### src/rtl/nibble_class_stats.sv
// nibble_class_stats: saturating statistics over a classified nibble stream.
// Counts beats, primes, multiples of 3, both, and the longest prime run.
// On request it freezes input and reads a 5-word snapshot over a valid/ready
// report port. The statistics can optionally be cleared after the report.
module nibble_class_stats #(
    parameter int CW = 8
) (
    input  logic          clk,
    input  logic          rst_n,
    input  logic          in_valid,
    output logic          in_ready,
    input  logic [3:0]    in_val,
    input  logic          in_p,
    input  logic          in_d,
    input  logic          rpt_req,
    input  logic          rpt_clr,
    output logic          rpt_valid,
    input  logic          rpt_ready,
    output logic [2:0]    rpt_idx,
    output logic [CW-1:0] rpt_data,
    output logic          busy
);

    typedef enum logic [1:0] {IDLE, SNAP, SEND, CLR} state_t;

    localparam logic [CW-1:0] CNT_MAX = '1;

    // Saturating increment: the counter sticks at all-ones and never wraps.
    function automatic logic [CW-1:0] sat_inc(input logic [CW-1:0] x, input logic en);
        return (en && (x != CNT_MAX)) ? x + CW'(1) : x;
    endfunction

    state_t        state_q, state_d;
    logic [CW-1:0] tot_q, tot_d, prm_q, prm_d, div_q, div_d, both_q, both_d;
    logic [CW-1:0] max_run_q, max_run_d, cur_run_q, cur_run_d;
    logic [CW-1:0] snap_q [0:4];
    logic [CW-1:0] snap_d [0:4];
    logic          clr_lat_q, clr_lat_d;
    logic          rpt_valid_q, rpt_valid_d;
    logic [2:0]    rpt_idx_q, rpt_idx_d;
    logic [CW-1:0] rpt_data_q, rpt_data_d;
    logic [2:0]    next_idx;
    logic [CW-1:0] run_inc;
    logic          accept;

    // in_val travels with the beat for debug visibility only.
    logic unused_in_val;
    assign unused_in_val = ^in_val;

    assign in_ready  = (state_q == IDLE);
    assign busy      = (state_q != IDLE);
    assign accept    = in_valid && in_ready;
    assign rpt_valid = rpt_valid_q;
    assign rpt_idx   = rpt_idx_q;
    assign rpt_data  = rpt_data_q;
    assign next_idx  = rpt_idx_q + 3'd1;
    assign run_inc   = sat_inc(cur_run_q, 1'b1);

    // Next-state logic for the FSM, the statistics and the report port.
    always_comb begin
        // NOTE: every *_d starts as its *_q so that no path through the case leaves one unassigned (no latches).
        state_d     = state_q;
        tot_d       = tot_q;
        prm_d       = prm_q;
        div_d       = div_q;
        both_d      = both_q;
        max_run_d   = max_run_q;
        cur_run_d   = cur_run_q;
        snap_d      = snap_q;
        clr_lat_d   = clr_lat_q;
        rpt_valid_d = rpt_valid_q;
        rpt_idx_d   = rpt_idx_q;
        rpt_data_d  = rpt_data_q;

        case (state_q)
            IDLE: begin
                if (accept) begin
                    tot_d  = sat_inc(tot_q, 1'b1);
                    prm_d  = sat_inc(prm_q, in_p);
                    div_d  = sat_inc(div_q, in_d);
                    both_d = sat_inc(both_q, in_p & in_d);
                    if (in_p) begin
                        cur_run_d = run_inc;
                        if (run_inc > max_run_q) max_run_d = run_inc;
                    end else begin
                        cur_run_d = '0;
                    end
                end
                if (rpt_req) begin
                    clr_lat_d = rpt_clr;
                    state_d   = SNAP;
                end
            end
            SNAP: begin
                snap_d[0]   = tot_q;
                snap_d[1]   = prm_q;
                snap_d[2]   = div_q;
                snap_d[3]   = both_q;
                snap_d[4]   = max_run_q;
                rpt_valid_d = 1'b1;
                rpt_idx_d   = 3'd0;
                rpt_data_d  = tot_q;
                state_d     = SEND;
            end
            SEND: begin
                if (rpt_ready) begin
                    if (rpt_idx_q == 3'd4) begin
                        rpt_valid_d = 1'b0;
                        rpt_idx_d   = 3'd0;
                        rpt_data_d  = '0;
                        state_d     = clr_lat_q ? CLR : IDLE;
                    end else begin
                        rpt_idx_d = next_idx;
                        case (next_idx)
                            3'd1:    rpt_data_d = snap_q[1];
                            3'd2:    rpt_data_d = snap_q[2];
                            3'd3:    rpt_data_d = snap_q[3];
                            default: rpt_data_d = snap_q[4];
                        endcase
                    end
                end
            end
            CLR: begin
                tot_d     = '0;
                prm_d     = '0;
                div_d     = '0;
                both_d    = '0;
                max_run_d = '0;
                cur_run_d = '0;
                clr_lat_d = 1'b0;
                state_d   = IDLE;
            end
            default: state_d = IDLE;
        endcase
    end

    // State register; reset aborts any report in flight without clearing partially.
    always_ff @(posedge clk or negedge rst_n) begin
        if (!rst_n) begin
            state_q     <= IDLE;
            tot_q       <= '0;
            prm_q       <= '0;
            div_q       <= '0;
            both_q      <= '0;
            max_run_q   <= '0;
            cur_run_q   <= '0;
            // NOTE: the snapshot array is small and must read as zero after reset, so it is reset like any flop.
            for (int i = 0; i < 5; i++) snap_q[i] <= '0;
            clr_lat_q   <= 1'b0;
            rpt_valid_q <= 1'b0;
            rpt_idx_q   <= 3'd0;
            rpt_data_q  <= '0;
        end else begin
            // NOTE: non-blocking assignments so every flop samples the pre-edge values.
            state_q     <= state_d;
            tot_q       <= tot_d;
            prm_q       <= prm_d;
            div_q       <= div_d;
            both_q      <= both_d;
            max_run_q   <= max_run_d;
            cur_run_q   <= cur_run_d;
            snap_q      <= snap_d;
            clr_lat_q   <= clr_lat_d;
            rpt_valid_q <= rpt_valid_d;
            rpt_idx_q   <= rpt_idx_d;
            rpt_data_q  <= rpt_data_d;
        end
    end

endmodule

### config.mk
export PLATFORM = sky130hd
export DESIGN_NAME = nibble_class_stats
export DESIGN_NICKNAME = d
export VERILOG_FILES = /design/src/rtl/nibble_class_stats.sv
export SDC_FILE = /design/constraint.sdc
export NUM_CORES = 1
export LEC_CHECK = 0
export BUFFER_PORTS_ARGS = -buffer_cell sky130_fd_sc_hd__buf_2
export CORE_UTILIZATION = 45
export CTS_CLUSTER_DIAMETER = 150
export DETAILED_ROUTE_END_ITERATION = 6
export GPL_TIMING_DRIVEN = 0
export PLACE_DENSITY = 0.69
export SYNTH_ARGS = -nofsm -noshare
export SYNTH_HDL_FRONTEND = slang
export SYNTH_SLANG_ARGS = --single-unit
### constraint.sdc
create_clock -name clk -period 3.2 [get_ports clk]
set_input_delay 0.64 -clock clk [delete_from_list [all_inputs] [get_ports clk]]
set_output_delay 0.64 -clock clk [all_outputs]
set_load 0.005 [all_outputs]
# Word level (Yosys, flattened, before mapping)
# Cells that the tools add are included.
[totals]
memories = 0
elab_cells = 100
ramBits = 0
romBits = 0
latchBits = 0
regBits = 95
[op_classes]
n_shift = 0
n_lt_le_gt_ge = 1
add_sub_neg = 6
n_mux = 37
div_mod_pow = 0
n_eq_ne = 22
bitwise = 1
reduce_logical = 18
multipliers = 0
[ops]
columns = ["cell", "count"]
rows = [
  ["8-bit two-way mux", 16],
  ["8-bit case mux with 2 select lines", 7],
  ["8-bit by 1-bit adder with 8-bit output, second input constant", 5],
  ["8-bit inequality test, second input constant", 5],
  ["8-bit case mux with 3 select lines", 1],
  ["3-bit AND reduction", 6],
  ["2-bit by 1-bit inequality test with 1-bit output, second input constant", 8],
  ["8-bit greater-than comparator", 1],
  ["2-bit two-way mux", 4],
  ["2-bit case mux with 4 select lines", 1],
  ["3-bit by 2-bit == test with 1-bit output, second input constant", 2],
  ["3-bit two-way mux", 2],
  ["3-bit case mux with 2 select lines", 1],
  ["2-bit AND reduction", 3],
  ["2-bit nonzero test", 3],
  ["2-bit == test, second input constant", 2],
  ["1-bit logical AND", 4],
  ["2-bit inequality test, second input constant", 2],
  ["1-bit case mux with 2 select lines", 2],
  ["4-bit AND reduction", 1],
  ["3-bit by 1-bit adder with 3-bit output, second input constant", 1],
  ["3-bit by 1-bit == test with 1-bit output, second input constant", 1],
  ["3-bit == test, second input constant", 1],
  ["1-bit two-way mux", 3],
  ["other kinds (3)", 3],
]

# Logic depth before layout (Yosys ltp)
# Gate-level depths: netlist (run 1).
[depth]
word_depth = 7
ltp_mapped = 11

# Worst setup path after synthesis (run 1)
# Ideal clock, no wire load.
[synth_path]
path_kind = "reg2reg"
from = "register cur_run_q[0]"
to = "register max_run_q[0]"
stages_incl_launch_ff = 11
required_ns = 3.075
n_path_buf = 1
path_slack_ns = 0.528
arrival_time_ns = 2.547
setup_ns = 0.125
synth_period_minus_slack_ns = 2.672
cell_sequence = "dfrtp_1 -> ha_1 -> nand3_1 -> or2_1 -> buf_2 -> mux2_4 -> ha_1 -> nand4b_1 -> a31oi_1 -> o21ai_4 -> mux2_2"
[synth_via]
elab_chain_cells = 6
[synth_lines]
columns = ["element", "line_no", "source"]
rows = [
  ["start: declaration", "35", "logic [CW-1:0] max_run_q, max_run_d, cur_run_q, cur_run_d;"],
  ["start signal: assignment", "161", "cur_run_q <= cur_run_d;"],
  ["8-bit by 1-bit adder with 8-bit output / 8-bit inequality test (equally long branches)", "30", "return (en && (x != CNT_MAX)) ? x + CW'(1) : x;"],
  ["8-bit two-way mux *", "30", ""],
  ["parallel branches: the longest is 4 deep, another holds 8-bit greater-than comparator", "-", ""],
  ["end signal: assignment", "160", "max_run_q <= max_run_d;"],
  ["end: declaration", "35", ""],
]
# Every way passes the cells marked *. The select of a mux whose other input is x is not followed.
# A chain may end at the register's enable or synchronous reset.

# Final worst setup path (run 1)
# Same ends and word-level chain as after synthesis.

==> results of run 1 <==
==> stage by stage <==
stage	instances	hold WS [ns]	setup WS [ns]	utilization [%]
global placement	663	0.490	0.345	49.5
detailed placement	664	0.490	0.289	49.8
global route	680	0.269	0.0845	52.6
floorplan	503	0.344	0.528	-
finish	680	0.239	0.225	52.6
CTS	680	0.256	0.269	52.6
==> final cells by class <==
| type | instances | share of cell area [%] |
|---|---|---|
| Clock inverter | 2 | 0.644 |
| Timing Repair Buffer | 21 | 2.23 |
| Sequential cell | 95 | 40.8 |
| Tap cell | 140 | 3.01 |
| Inverter | 20 | 1.29 |
| Clock buffer | 14 | 4.70 |
| Buffer | 26 | 2.43 |
| Multi-Input combinational cell | 362 | 44.9 |
==> state kept, by name, indices dropped and copies added (netlist names) <==
signal     flops
cur_run_q      8
prm_q          8
div_q          8
both_q         8
tot_q          8
rpt_data       8
rpt_valid      1
snap_q        32
clr_lat_q      1
max_run_q      8
state_q        2
rpt_idx        3
==> how the worst max path moves through the flow <==
stage / slack (ns) / endpoint
floorplan: 0.53 / max_run_q[0]
global placement: 0.35 / max_run_q[0]
finish: 0.22 / max_run_q[0]
detailed placement: 0.29 / max_run_q[0]
CTS: 0.27 / max_run_q[0]
global route: 0.08 / max_run_q[0]
==> metal layers <==
layer / global-route usage, % / wire length [um] / share of wire, % / vias up
met1: 28.9 / 5510 / 46 / 2023
met4: 8.29 / 230 / 1.9 / 0
met2: 35.8 / 5790 / 48 / 101
met5: 0 / 0 / 0 / -
li1: - / - / - / 1919
met3: 4.62 / 489 / 4.1 / 19
==> cell usage in the layout (no fill, tap or decap), drive strengths merged, types with 2 or more instances in the layout <==
| cell type | instances |
|---|---|
| dfrtp | 95 |
| nand2 | 50 |
| o21ai | 38 |
| buf | 38 |
| mux2 | 37 |
| a21oi | 27 |
| clkbuf | 23 |
| ha | 22 |
| nor2 | 20 |
| inv | 20 |
| nand3 | 17 |
| mux2i | 15 |
| nand2b | 10 |
| and3 | 9 |
| o221ai | 9 |
| a21o | 8 |
| nor3 | 8 |
| a222oi | 8 |
| nand4 | 7 |
| nor2b | 7 |
| o31ai | 6 |
| nor3b | 6 |
| or2 | 6 |
| nor4b | 5 |
| a211o | 5 |
| a31oi | 4 |
| nor4 | 4 |
| a221o | 4 |
| o21a | 3 |
| xnor2 | 3 |
| o211ai | 2 |
| or4 | 2 |
| a211oi | 2 |
| nand4b | 2 |
| a32o | 2 |
| a2111oi | 2 |
| or3 | 2 |
| xor2 | 2 |
==> power by group <==
| group | switching [mW] | total (mW) | leakage [nW] | internal, mW |
|---|---|---|---|---|
| Clock | 0.452 | 1.12 | 0.149 | 0.671 |
| Combinational | 1.59 | 2.82 | 1.28 | 1.23 |
| Sequential | 0.416 | 2.04 | 1.14 | 1.62 |
==> cells by family after synthesis <==
logic type / count (synthesis)
XOR/XNOR: 5
flip-flops: 95
multiplexers: 52
adder cells (fa/ha/maj): 22
AND/OR/NAND/NOR: 160
AO/OA/AOI/OAI: 123
buffers and inverters: 46
==> impl_metrics.ini, run 1 <==
[die]
die_height_um = 110
die_width_um = 110
rows = 38
coreArea_sq_um = 11100
io_pins = 26
die_area_sq_um = 12000
start_util_pct = 47.0

[critical_path]
path_cells = ha_1, nand3_1, or2_1, buf_2, mux2_4, ha_1, nand4_1, o21ai_0, a21oi_2, o21ai_4, mux2_2
r2r_cells = 11
cp_max_fo = 8
startpoint_type = flip-flop
critPathSlowestCell = dfrtp_1
crit_top_cell = ha_1
cpPeakStageDelay_ns = 0.43
critPathCaptureType = flip-flop
cp.depth = 11
crit_required_ns = 3.44
crit_buf_inv = 1
critPathLaunch = cur_run_q[0]
critPathKind = flip-flop to flip-flop
cp.arrival_ns = 3.21
crit_family = multiplexers
rr_startpoint = cur_run_q[0]
rr_endpoint = max_run_q[0]
rrSetupSlack_ns = 0.22

[synthesis]
synth_common_cells = 95 x dfrtp_1, 50 x nand2_1, 34 x mux2_2, 34 x o21ai_0, 24 x a21oi_1
syn_nets = 537
synth_area_leaders = dfrtp_1 46%, mux2_2 7.3%, ha_1 5.3%
synth_top_family_by_area = compound AO/OA/AOI/OAI gates
ys_seq_area_share_pct = 45.6
synth_compound_area_share_pct = 16.4
netlist.area_leader.share_pct = 45.6
synthMuxAreaShare_pct = 11.0
synthSimpleGateAreaFrac_pct = 16.4
ys.flop_type = dfrtp_1
synth_edf_count = 0
yosys_warnings = 0
synth_fa_ha_area_share_pct = 5.28
async_reset_ff_share_pct = 100
synth-seq-cells = 95
avgSynthCellArea_sq_um = 10.4
syn_area_sq_um = 5210
synthCells = 503
yosysTopAreaCell = dfrtp_1
synth.distinct_cells = 63
synth.most_common_cell = dfrtp_1
yosys.area_share.xor_xnor_pct = 1.13

[power_and_ir_drop]
ir_worst_vdd_mv = 0.482
power.total_mw = 5.98
power.density_nw_per_um2 = 1030
p_leak_nw = 2.56

[timing]
finalCriticalPeriod_ns = 2.98
slew_viol_final = 0
finClkSkew_ns = 0.00615
rsz0062_at_grt = false
relSlewSlack_pct = 56.7
period_share_pct = 93.0
fmax_ghz = 0.336
worstMarginPinSlew_ns = 0.649
finalSetupViolCount = 0
hold_violations = 0
finalSetupTns_ns = 0

[grt]
grt_max_degree = 62
grt_pass1_vias = 3901
track_usage_pct = 22.0
grt_overflow = 0
grt_pass1_wl_mm = 19.8
antenna_found_initial = 0

[drt]
drt_iter0_drc = 356
antenna_left = 0
wl_mm = 12.0
drt-pass1-iter-count = 5
wl_per_cell_um = 17.7
drc = 0
via_per_inst = 5.97
vias = 4062

[place]
hpwl_mm = 8.63
placed_area_sq_um = 5520
port_buffers = 20
gp_congestion = 0.822

[cells_and_area]
ff_latch_area_sq_um = 2380
multi_input_area_sq_um = 2620
final_cell_area_sq_um = 5830
final.fill_count = 977
drive_gt1_share_pct = 19.3
nNetsFinal = 569
syn2layout_area_growth_pct = 11.8
antenna_cells = 0

[clock_tree]
cts_buffers = 9
cts_tree = done
clk_pin_slew_ns = 0.06
numClockSinks = 95
cts_setup_buffers = 0
htree_levels = 3
clockBufferDepth = 2
cts_hold_repair.buffers = 0
cts_root_buf = clkbuf_16
cts_resized = 0
clk_latency_ns = 0.35

[hold_path]
hold_path.class = input port to asynchronous set/reset pin

[job]
maxCapViolCount = 0

[status]
status = finished, final reports clean
Power figures use the tool's default switching activity.
==> run 2, diff against run 1 <==
--- a/config.mk
+++ b/config.mk
@@ -7,4 +7,5 @@
 export LEC_CHECK = 0
 export BUFFER_PORTS_ARGS = -buffer_cell sky130_fd_sc_hd__buf_2
+export CAP_MARGIN = 10
 export CORE_UTILIZATION = 45
 export CTS_CLUSTER_DIAMETER = 150
==> constraint.sdc (replaced) <==
create_clock -name clk -period 3.2 [get_ports clk]
set_input_delay 0.16 -clock clk [delete_from_list [all_inputs] [get_ports clk]]
set_output_delay 0.16 -clock clk [all_outputs]
set_load 0.005 [all_outputs]
==> run 2 against run 1 <==
Net effect:
- sequential power barely moved
- critical path type unchanged
- via count is 0.42% lower
- count of clock-buffer cells in the layout stayed put
- critical path depth unchanged
- worst setup slack lost 0.0061 ns
- register-to-register slack about the same
- clock skew about the same
==> impl_metrics.ini, run 2 (synthesis results as in run 1) <==
[status]
status = finished, final reports clean

[drt]
vias = 4045
via_per_inst = 5.94
drc = 0
drt_iter0_drc = 322
antenna_left = 0
wl_mm = 12.0
drt-pass1-iter-count = 5
wl_per_cell_um = 17.7

[place]
placedCellCount = 664
gp_congestion = 0.822
port_buffers = 20
pre_cts_ws_ns = 0.289
hpwl_mm = 8.63

[grt]
track_usage_pct = 22.0
grt_max_degree = 62
grt_overflow = 0
antenna_found_initial = 0
grt_pass1_wl_mm = 19.8
grt_pass1_vias = 3901

[timing]
slew_viol_final = 0
fmax_ghz = 0.335
worst_slack_ns = 0.219
rsz0062_at_grt = false
finalSetupTns_ns = 0
hold_violations = 0
finClkSkew_ns = 0.00575
finalCriticalPeriod_ns = 2.98
relSlewSlack_pct = 56.7
period_share_pct = 93.2
finalSetupViolCount = 0
worstMarginPinSlew_ns = 0.650

[job]
maxCapViolCount = 0

[cells_and_area]
drive_gt1_share_pct = 19.2
regMostFlops = snap_q
nNetsFinal = 570
final.fill_count = 978
layout_common_cells = 95 x dfrtp_1, 50 x nand2_1, 34 x o21ai_0, 34 x mux2_2, 30 x buf_2
mostFrequentLayoutCell = dfrtp_1
syn2layout_area_growth_pct = 12.0
largest_reg_flops = 32
fin_cells = 681
antenna_cells = 0

[clock_tree]
cts_resized = 0
clockBufferDepth = 2
clk_pin_slew_ns = 0.06
clk_latency_ns = 0.35
cts_hold_repair.buffers = 1
htree_levels = 3
cts_tree = done
numClockSinks = 95
cts_setup_buffers = 0
cts_buffers = 9
cts_root_buf = clkbuf_16

[critical_path]
critPathKind = flip-flop to flip-flop
crit_required_ns = 3.44
startpoint_type = flip-flop
critPathCaptureType = flip-flop
cp.arrival_ns = 3.22
cp_max_fo = 8

[die]
rows = 38
die_height_um = 110
start_util_pct = 47.0
die_width_um = 110
coreArea_sq_um = 11100
die_area_sq_um = 12000
io_pins = 26

[power_and_ir_drop]
power.density_nw_per_um2 = 1020
p_leak_nw = 2.57
ir_worst_vdd_mv = 0.481

[hold_path]
hold_path.class = input port to flip-flop
-- run 2: cell count changes in the layout (fill, tap and decap cells not counted), sizes merged --
cell         delta
dlygate4sd3     +1
-- run 2: through the flow --
step           utilization (%)  hold slack (ns)  cell area (sq um)  power [mW]
2_1_floorplan                -           -0.136               5210        4.05
3_3_place_gp              49.5            0.447               5490        4.76
3_5_place_dp              49.8            0.148               5520        4.87
4_1_cts                   52.7            0.102               5840        6.01
5_1_grt                   52.7            0.125               5840        6.42
6_report                  52.7            0.102               5840        5.98
-- run 2: final cells by class --
type                       count  area (sq um)  area share [%]
multi-input combinational    362          2620            44.8
sequential                    95          2380            40.7
clock buffer                  14           274            4.69
tap                          140           175            3.00
buffer                        26           141            2.42
timing repair buffer          22           140            2.40
inverter                      20          75.1            1.29
clock inverter                 2          37.5           0.643
-- run 2: worst max-delay path, cell delays in order (launching register included) --
cell,delay [ns]
dfrtp_1,0.43
ha_1,0.29
nand3_1,0.15
or2_1,0.22
buf_2,0.16
mux2_4,0.31
ha_1,0.30
nand4_1,0.08
o21ai_0,0.25
a21oi_2,0.12
o21ai_4,0.17
mux2_2,0.38
-- run 2: where the power goes --
| part | internal [mW] | switching, mW |
|---|---|---|
| clock network | 0.670 | 0.449 |
| logic | 1.23 | 1.59 |
| registers | 1.62 | 0.415 |
| total | 3.52 | 2.46 |
-- run 2: path summary, 6_finish.rpt --
path	start	endpoint	slack, ns	cells after the start
max	cur_run_q[0]	max_run_q[0]	0.22	11
min	rpt_req	clr_lat_q	0.10	4
max reg2reg	cur_run_q[0]	max_run_q[0]	0.22	11
min reg2reg	max_run_q[3]	snap_q[3]	0.50	1
max in group asynchronous	rst_n	both_q[0]	2.24	3
min in group asynchronous	rst_n	cur_run_q[3]	0.31	2
-- run 2: per-layer routing --
layer | share of wire [%] | track usage [%] | wire [um] | vias to the layer above
met3 | 4.1 | 4.62 | 488 | 17
met5 | 0 | 0 | 0 | -
met2 | 48 | 35.8 | 5810 | 101
li1 | - | - | - | 1924
met4 | 1.8 | 8.29 | 219 | 0
met1 | 46 | 28.9 | 5510 | 2003
